--- src/rtl/mem_port_arbiter.sv ---
// mem_port_arbiter
//
// Shares the processor's single unified memory port between the fetch
// stage (instruction reads) and the execute stage (data loads/stores).
// Only one transaction is in flight at a time. A read waits out the fixed
// memory latency in I_WAIT or D_WAIT, and its returning data is routed back
// to whichever stage issued it. Data accesses have priority, but after
// STARVE_MAX consecutive denials a pending fetch is forced ahead of data.
// A flush discards the data of an in-flight fetch.
//
// Ports:
//   clk, reset                 clock and synchronous active-high reset
//   i_req/i_addr               fetch read request and address
//   i_gnt/i_rvalid/i_rdata     fetch accept pulse, read data valid pulse, data
//   d_req/d_we/d_addr/d_wdata  data request (d_we=1 store, 0 load)
//   d_gnt/d_rvalid/d_rdata     data accept pulse, load data valid pulse, data
//   flush                      pipeline redirect; kills fetch data only
//   m_req/m_we/m_addr/m_wdata  memory access strobe and payload
//   m_rdata                    memory read data, valid MEM_LAT cycles after strobe
//   busy                       a read is in flight
module mem_port_arbiter #(
   parameter int ADDR_W     = 32,
   parameter int DATA_W     = 32,
   parameter int MEM_LAT    = 2,
   parameter int STARVE_MAX = 4
) (
   input  logic              clk,
   input  logic              reset,
   input  logic              i_req,
   input  logic [ADDR_W-1:0] i_addr,
   output logic              i_gnt,
   output logic              i_rvalid,
   output logic [DATA_W-1:0] i_rdata,
   input  logic              d_req,
   input  logic              d_we,
   input  logic [ADDR_W-1:0] d_addr,
   input  logic [DATA_W-1:0] d_wdata,
   output logic              d_gnt,
   output logic              d_rvalid,
   output logic [DATA_W-1:0] d_rdata,
   input  logic              flush,
   output logic              m_req,
   output logic              m_we,
   output logic [ADDR_W-1:0] m_addr,
   output logic [DATA_W-1:0] m_wdata,
   input  logic [DATA_W-1:0] m_rdata,
   output logic              busy
);

   typedef enum logic [1:0] {IDLE, I_WAIT, D_WAIT} state_t;

   localparam logic [2:0] LAT_LOAD   = 3'(MEM_LAT - 1);
   localparam logic [3:0] STARVE_LIM = 4'(STARVE_MAX);

   state_t     state_q, state_d;
   logic [2:0] latCnt_q, latCnt_d;
   logic [3:0] starveCnt_q, starveCnt_d;
   logic       kill_q, kill_d;

   logic done;
   logic arbOk;
   logic iWant;
   logic forceI;
   logic grantD;
   logic grantI;

   // A wait state completes when its latency counter has reached zero; that
   // same cycle may already issue the next access, giving back-to-back reads.
   // A flushed fetch request is treated as absent for arbitration and for the
   // starvation count, so a flush alongside both requests lets D win cleanly.
   assign done   = (state_q != IDLE) && (latCnt_q == 3'd0);
   assign arbOk  = (state_q == IDLE) || done;
   assign iWant  = i_req & ~flush;
   assign forceI = (starveCnt_q == STARVE_LIM);
   assign grantD = arbOk & d_req & ~(forceI & iWant);
   assign grantI = arbOk & ~grantD & iWant;

   // Outputs are purely combinational from the current state and the
   // arbitration decision, and are all held at zero while reset is high so
   // nothing leaks to the memory or the pipeline during reset.
   always_comb begin
      i_gnt    = 1'b0;
      i_rvalid = 1'b0;
      i_rdata  = '0;
      d_gnt    = 1'b0;
      d_rvalid = 1'b0;
      d_rdata  = '0;
      m_req    = 1'b0;
      m_we     = 1'b0;
      m_addr   = '0;
      m_wdata  = '0;
      busy     = 1'b0;
      if (!reset) begin
         busy     = (state_q != IDLE);
         d_rvalid = done && (state_q == D_WAIT);
         i_rvalid = done && (state_q == I_WAIT) && !kill_q && !flush;
         if (d_rvalid) begin
            d_rdata = m_rdata;
         end
         if (i_rvalid) begin
            i_rdata = m_rdata;
         end
         i_gnt = grantI;
         d_gnt = grantD;
         m_req = grantD | grantI;
         if (grantD) begin
            m_we    = d_we;
            m_addr  = d_addr;
            m_wdata = d_wdata;
         end else if (grantI) begin
            m_addr = i_addr;
         end
      end
   end

   // Next-state logic. Stores finish on their grant edge and return to IDLE;
   // reads park in a wait state for MEM_LAT cycles. The starvation counter
   // only moves in cycles where arbitration actually happens, and the kill
   // flag lives only as long as the fetch it belongs to.
   always_comb begin
      state_d     = state_q;
      latCnt_d    = latCnt_q;
      starveCnt_d = starveCnt_q;
      kill_d      = 1'b0;
      if ((state_q != IDLE) && !done) begin
         latCnt_d = latCnt_q - 3'd1;
      end
      if (arbOk) begin
         state_d = IDLE;
         if (grantD && !d_we) begin
            state_d  = D_WAIT;
            latCnt_d = LAT_LOAD;
         end else if (grantI) begin
            state_d  = I_WAIT;
            latCnt_d = LAT_LOAD;
         end
         if (grantI) begin
            starveCnt_d = 4'd0;
         end else if (grantD && iWant && (starveCnt_q != STARVE_LIM)) begin
            starveCnt_d = starveCnt_q + 4'd1;
         end
      end
      if ((state_q == I_WAIT) && !done) begin
         kill_d = kill_q | flush;
      end
   end

   // State register; reset abandons any read in flight, so late memory data
   // finds the arbiter in IDLE and is ignored.
   always_ff @(posedge clk) begin
      if (reset) begin
         state_q     <= IDLE;
         latCnt_q    <= 3'd0;
         starveCnt_q <= 4'd0;
         kill_q      <= 1'b0;
      end else begin
         state_q     <= state_d;
         latCnt_q    <= latCnt_d;
         starveCnt_q <= starveCnt_d;
         kill_q      <= kill_d;
      end
   end

endmodule

--- config.mk ---
export PLATFORM = sky130hd
export DESIGN_NAME = mem_port_arbiter
export DESIGN_NICKNAME = d
export VERILOG_FILES = /design/src/rtl/mem_port_arbiter.sv
export SDC_FILE = /design/constraint.sdc
export NUM_CORES = 1
export LEC_CHECK = 0
export ABC_CLOCK_PERIOD_IN_PS = 4590
export CORE_AREA = 5 5 102 104
export DETAILED_ROUTE_END_ITERATION = 10
export DIE_AREA = 0 0 107 109
export DONT_BUFFER_PORTS = 1
export GPL_TIMING_DRIVEN = 1
export PLACE_DENSITY = 0.47
export SETUP_SLACK_MARGIN = 0.15
export SYNTH_ARGS = -nofsm -noshare
export SYNTH_HDL_FRONTEND = slang
export SYNTH_SLANG_ARGS = --single-unit
--- constraint.sdc ---
create_clock -name clk -period 4.59 [get_ports clk]
set_input_delay 0.6885 -clock clk [delete_from_list [all_inputs] [get_ports clk]]
set_output_delay 0.6885 -clock clk [all_outputs]
set_load 0.005 [all_outputs]
==> results of run 1 <==
## logic make-up after synthesis
logic type	after synthesis
flip-flops	10
AO/OA/AOI/OAI	120
adder cells (fa/ha/maj)	4
AND/OR/NAND/NOR	127
buffers and inverters	48
## how the worst max path moves through the flow
stage / from / to / slack (ns) / cells past startpoint
2_1_floorplan: reset / i_rdata[10] / 2.19 / 4
3_5_place_dp: reset / i_rdata[1] / 1.58 / 3
3_3_place_gp: reset / i_rdata[24] / 1.69 / 3
5_1_grt: latCnt_q[1] / i_rdata[1] / 1.31 / 5
6_report: latCnt_q[0] / i_rdata[1] / 1.58 / 5
4_1_cts: latCnt_q[0] / i_gnt / 1.56 / 6
## registers in the layout, indices dropped and copies added (netlist names)
register and flops:
kill_q 1, latCnt_q 3, starveCnt_q 4, state_q 2
## cell type report
type	count	area, sq um
clock buffer	4	55.1
inverter	7	26.3
sequential	10	200
timing repair buffer	7	52.6
fill	1056	7310
tap	114	143
multi-input combinational	251	1680
## per-layer routing
| metal | vias to the layer above | wire length (um) | share of wire |
|---|---|---|---|
| li1 | 1084 | - | - |
| met1 | 1152 | 4000 | 0.44 |
| met2 | 141 | 4260 | 0.47 |
| met3 | 4 | 797 | 0.088 |
| met4 | 0 | 49 | 0.0054 |
| met5 | - | 0 | 0 |
## per-stage QoR
stage | power [W] | util
2_1_floorplan | 0.000197 | -
3_3_place_gp | 0.000216 | 0.222
3_5_place_dp | 0.000217 | 0.222
4_1_cts | 0.000330 | 0.228
5_1_grt | 0.000350 | 0.228
6_report | 0.000329 | 0.228
## Yosys cell counts
cell type | instances | share of area
nor4b_1 | 1 | 0.0043
a21oi_2 | 1 | 0.0043
a221oi_1 | 1 | 0.0043
o21ai_1 | 2 | 0.0049
nor2b_1 | 5 | 0.015
buf_1 | 3 | 0.0055
inv_1 | 6 | 0.011
clkbuf_1 | 30 | 0.055
o2111ai_1 | 3 | 0.013
nand2_1 | 3 | 0.0055
nor2_1 | 5 | 0.0091
and2_1 | 64 | 0.19
o21ai_0 | 2 | 0.0049
nor3b_2 | 1 | 0.0061
or3b_1 | 2 | 0.0085
o21a_1 | 1 | 0.0036
a21oi_1 | 35 | 0.085
nand2b_1 | 4 | 0.012
o32ai_1 | 4 | 0.017
nand3b_1 | 1 | 0.0036
or3_1 | 1 | 0.0030
and3_1 | 33 | 0.10
nand3_1 | 2 | 0.0049
o22ai_1 | 1 | 0.0030
inv_2 | 1 | 0.0018
o211ai_1 | 65 | 0.24
a31oi_1 | 1 | 0.0030
buf_2 | 8 | 0.019
o31ai_1 | 1 | 0.0036
nor3_1 | 2 | 0.0049
and3b_1 | 1 | 0.0043
ha_1 | 4 | 0.024
dfxtp_1 | 10 | 0.097
nor4_4 | 1 | 0.010
or2_1 | 1 | 0.0030
o221ai_1 | 1 | 0.0043
a32o_1 | 2 | 0.0097
## worst min-delay path, cell delays in order (launching register included)
cell	delay, ns
dfxtp_1	0.34
inv_1	0.06
o31ai_1	0.06
## power groups by stage
stage / logic [W] / registers [W] / clock network (W)
final: 0.000123 / 0.0000926 / 0.000113
after global routing: 0.000137 / 0.0000930 / 0.000120
after CTS: 0.000123 / 0.0000926 / 0.000114
after detailed placement: 0.000123 / 0.0000944 / 0
after global placement: 0.000122 / 0.0000943 / 0
after floorplan: 0.000103 / 0.0000938 / 0
==> results.sh, run 1 <==
export IMPL_status="complete, no violations"
export IMPL_layout_nets=418
export IMPL_slew_headroom=0.238
export IMPL_period_share=0.655
export IMPL_ios=269
export IMPL_rr_worst_depth=5
export IMPL_internal_power_w=0.000206
export IMPL_path_class="flop to output port"
export IMPL_cts_sinks=10
export IMPL_slowest_delay_ns=0.94
export IMPL_finalCriticalPeriod_ns=3.01
export IMPL_power_frac_comb=0.374
export IMPL_numCtsBuffers=3
export IMPL_grtUsageMet3=0.0462
export IMPL_layout_drive_gt1_share=0.0609
export IMPL_cts_tree="yes"
export IMPL_syn_area_sq_um=2060
export IMPL_rsz0062_at_grt="no"
export IMPL_placed_area_sq_um=2100
export IMPL_critPathLaunchType="flop"
export IMPL_place_port_buffers=0
export IMPL_fmax_mhz=332
export IMPL_root_buffer="clkbuf_8"
export IMPL_whs_ns=0.504
export IMPL_clk_pin_slew_worst_paths_ns=0.05
export IMPL_powerDensity_nw_per_um2=153
export IMPL_path_buf_inv=1
export IMPL_num_antenna_cells=0
export IMPL_fp_dieH_um=109
export IMPL_mostFrequentLayoutCells="65 x o211ai_1, 64 x and2_1, 35 x a21oi_1, 33 x and3_1, 10 x dfxtp_1"
export IMPL_start_util=0.218
export IMPL_num_vias=2381
export IMPL_yosysSeqAreaShare=0.0971
export IMPL_synth_top_family_by_area="compound AO/OA/AOI/OAI gates"
export IMPL_die_x_um=107
export IMPL_synthXorXnorAreaFrac=0
export IMPL_rows=36
export IMPL_timing_rr_start="starveCnt_q[0]"
export IMPL_p_switching_w=0.000123
export IMPL_core_sq_um=9460
export IMPL_layout_commonest_cell="o211ai_1"
export IMPL_ant_nets=0
export IMPL_ys_seq_elements=10
export IMPL_crit_path_cell_trace="inv_1 > ha_1 > nand2b_1 > nor4_4 > and2_1"
export IMPL_postLayoutCellArea_sq_um=2150
export IMPL_wl_per_cell_um=23.2
export IMPL_setup_viol_count_final=0
export IMPL_hold_viol=0
export IMPL_cp_slowest_cell="nor4_4"
export IMPL_postCtsResizedCells=0
export IMPL_post_place_ws_ns=1.58
export IMPL_worstPathMaxFanout=33
export IMPL_postCtsSetupBuffers=0
export IMPL_hold_buffers=0
export IMPL_stdcell_count=393
export IMPL_synth_nets=447
export IMPL_arrival_ns=2.32
export IMPL_synth_mux_area_frac=0
export IMPL_critPathRequiredTime_ns=3.90
export IMPL_min_path_type="flop to flop"
export IMPL_track_usage=0.132
export IMPL_drc_errors=0
export IMPL_grt_max_degree=39
export IMPL_skew_ns=0.00371
export IMPL_r2r_slack_ns=2.55
export IMPL_syn_to_final_growth_pct=4.49
export IMPL_leakagePower_nw=0.745
export IMPL_cp_top_family="simple AND/OR/NAND/NOR gates"
export IMPL_die_area_sq_um=11700
export IMPL_clockBufferDepth=2
export IMPL_ys_types=37
export IMPL_worst_slew_pin_slew_ns=1.14
export IMPL_sequentialPowerShare=0.282
export IMPL_yosys_warnings=0
export IMPL_hold_depth=2
export IMPL_grt_ovfl_total=0
export IMPL_synth_simple_gate_area_share=0.389
export IMPL_end_kind="output port"
export IMPL_routed_wl_um=9110
export IMPL_drt_iter0_drc=218
export IMPL_grt_pass1_vias=2135
export IMPL_setup_slack_ns=1.58
export IMPL_hold_start="latCnt_q[2]"
export IMPL_peakVddDrop_uv=83.1
export IMPL_hold_end="latCnt_q[2]"
export IMPL_syn_inst=309
export IMPL_met1_usage=0.194
export IMPL_hpwlAfterDp_um=7100
export IMPL_drt_pre_antenna_iters=4
export IMPL_avgSynthCellArea_sq_um=6.67
export IMPL_met2_usage=0.192
export IMPL_dp_cells=389
export IMPL_sw_frac_of_total=0.374
export IMPL_viasPerCell=6.06
export IMPL_grt_pass1_wl_um=12400
export IMPL_drv_cap=0
export IMPL_cts_max_level=1
export IMPL_antenna_found_initial=0
export IMPL_synth_compound_area_frac=0.397
export IMPL_gp_congestion=0.830
export IMPL_synth_adder_area_share=0.0243
export IMPL_maxSlewViolCount=0
export IMPL_clock_latency_ns=0.24
export IMPL_p_clk_frac=0.344
export IMPL_grt_busiest_layer="met1"
export IMPL_r2r_end="state_q[1]"
export IMPL_setup_tns_ns=0
Power figures use the tool's default switching activity.
==> inputs of run 2 (changes only) <==
- ABC_CLOCK_PERIOD_IN_PS: 4590 -> 3050
- clock period: 4.59 -> 3.05 ns (I/O delays scaled with it)
==> results.sh, run 2 (synthesis results as in run 1) <==
export IMPL_hpwlAfterDp_um=7170
export IMPL_path_class="flop to output port"
export IMPL_numCtsBuffers=3
export IMPL_antenna_found_initial=0
export IMPL_path_buf_inv=2
export IMPL_leakagePower_nw=0.770
export IMPL_r2r_slack_ns=1.18
export IMPL_track_usage=0.136
export IMPL_ant_nets=0
export IMPL_root_buffer="clkbuf_8"
export IMPL_layout_drive_gt1_share=0.0775
export IMPL_slew_headroom=0.500
export IMPL_setup_tns_ns=0
export IMPL_top_register="starveCnt_q"
export IMPL_r2r_end="starveCnt_q[2]"
export IMPL_grt_pass1_wl_um=12700
export IMPL_period_share=0.859
export IMPL_hold_buffers=0
export IMPL_drc_errors=0
export IMPL_postCtsResizedCells=0
export IMPL_num_antenna_cells=0
export IMPL_setup_viol_count_final=0
export IMPL_grt_ovfl_total=0
export IMPL_grt_pass1_vias=2198
export IMPL_crit_path_cell_trace="inv_1 > ha_1 > nor2b_1 > o21ai_2 > buf_4 > a21oi_1"
export IMPL_critPathLaunchType="flop"
export IMPL_viasPerCell=6.06
export IMPL_cts_sinks=10
export IMPL_hold_end="state_q[0]"
export IMPL_drv_cap=0
export IMPL_startpoint="latCnt_q[0]"
export IMPL_hold_depth=1
export IMPL_clockBufferDepth=2
export IMPL_min_path_type="primary input to flop"
export IMPL_grt_max_degree=39
export IMPL_num_vias=2412
export IMPL_syn_to_final_growth_pct=6.31
export IMPL_drt_pre_antenna_iters=4
export IMPL_cp_top_family="compound AO/OA/AOI/OAI gates"
export IMPL_routed_wl_um=8930
export IMPL_powerDensity_nw_per_um2=227
export IMPL_cts_tree="yes"
export IMPL_postCtsSetupBuffers=0
export IMPL_cts_max_level=1
export IMPL_worstPathMaxFanout=24
export IMPL_fmax_mhz=382
export IMPL_hold_start="reset"
export IMPL_die_x_um=107
export IMPL_cp_slowest_cell="o21ai_2"
export IMPL_start_util=0.218
export IMPL_p_total_w=0.000498
export IMPL_rr_worst_depth=6
export IMPL_status="complete, no violations"
export IMPL_skew_ns=0.00294
export IMPL_timing_rr_start="starveCnt_q[0]"
export IMPL_die_area_sq_um=11700
export IMPL_arrival_ns=2.16
export IMPL_core_sq_um=9460
export IMPL_fp_dieH_um=109
export IMPL_hold_viol=0
export IMPL_clk_pin_slew_worst_paths_ns=0.05
export IMPL_mostFrequentLayoutCells="65 x o211ai_1, 64 x and2_1, 35 x a21oi_1, 33 x and3_1, 12 x buf_4"
export IMPL_reg_top3="starveCnt_q (4), latCnt_q (3), state_q (2)"
export IMPL_fillCellCount=1060
export IMPL_peakVddDrop_uv=100
export IMPL_drt_iter0_drc=226
export IMPL_slowest_delay_ns=0.64
export IMPL_end_kind="output port"
export IMPL_ios=269
export IMPL_layout_commonest_cell="o211ai_1"
export IMPL_rsz0062_at_grt="no"
export IMPL_largest_reg_flops=4
export IMPL_final_util=0.232
export IMPL_critPathRequiredTime_ns=2.59
export IMPL_worst_slew_pin_slew_ns=0.749
export IMPL_place_port_buffers=0
export IMPL_gp_congestion=0.810
export IMPL_wl_per_cell_um=22.4
export IMPL_finalCriticalPeriod_ns=2.62
export IMPL_layout_nets=423
export IMPL_clock_latency_ns=0.24
export IMPL_maxSlewViolCount=0
export IMPL_rows=36
run 2: worst max path at each step:
stage | to | depth (start not counted)
2_1_floorplan | m_wdata[24] | 7
3_3_place_gp | m_addr[22] | 6
3_5_place_dp | m_addr[15] | 6
4_1_cts | m_addr[15] | 6
5_1_grt | m_addr[27] | 6
6_report | m_addr[15] | 6
run 2: stage by stage:
| stage | hold WS, ns | setup slack (ns) | cells | instance area [sq um] |
|---|---|---|---|---|
| finish | 0.315 | 0.429 | 398 | 2190 |
| global route | 0.322 | 0.258 | 398 | 2190 |
| CTS | 0.313 | 0.402 | 398 | 2190 |
| detailed placement | 0.483 | 0.656 | 394 | 2140 |
| global placement | 0.474 | 0.754 | 394 | 2140 |
| floorplan | 0.460 | 0.994 | 309 | 2060 |
run 2: power by group:
part,internal (W),switching [W],total [W]
logic,0.0000633,0.000124,0.000187
registers,0.000136,0.00000346,0.000139
clock network,0.000114,0.0000578,0.000172
run 2: layout make-up:
cell class,instances,area [sq um],share of cell area
multi-input cells,251,1680,0.765
flip-flops and latches,10,200,0.0914
well taps,114,143,0.0651
repair buffers,12,90.1,0.0411
clock buffers,4,55.1,0.0251
inverters,7,26.3,0.0120
run 2: worst reg2reg max path, cell delays in order, from the launching register on:
cell and delay (ns):
dfxtp_1 0.34, inv_1 0.09, ha_1 0.17, and3b_1 0.36
buf_4 0.35, o221ai_1 0.18, a32o_1 0.28
run 2: metal layers:
layer,part of all wire,GRT usage,vias to the layer above
met4,0.0089,0.0174,0
met2,0.48,0.201,144
li1,-,-,1095
met1,0.42,0.198,1166
met3,0.098,0.0414,7
met5,0,0,-
==> inputs of run 3 (changes only) <==
- CTS_BUF_LIST: unset -> sky130_fd_sc_hd__clkbuf_8 sky130_fd_sc_hd__clkbuf_16
==> results of run 3 <==
Same layout as run 2: the final DEF is identical, and so are final timing and power.
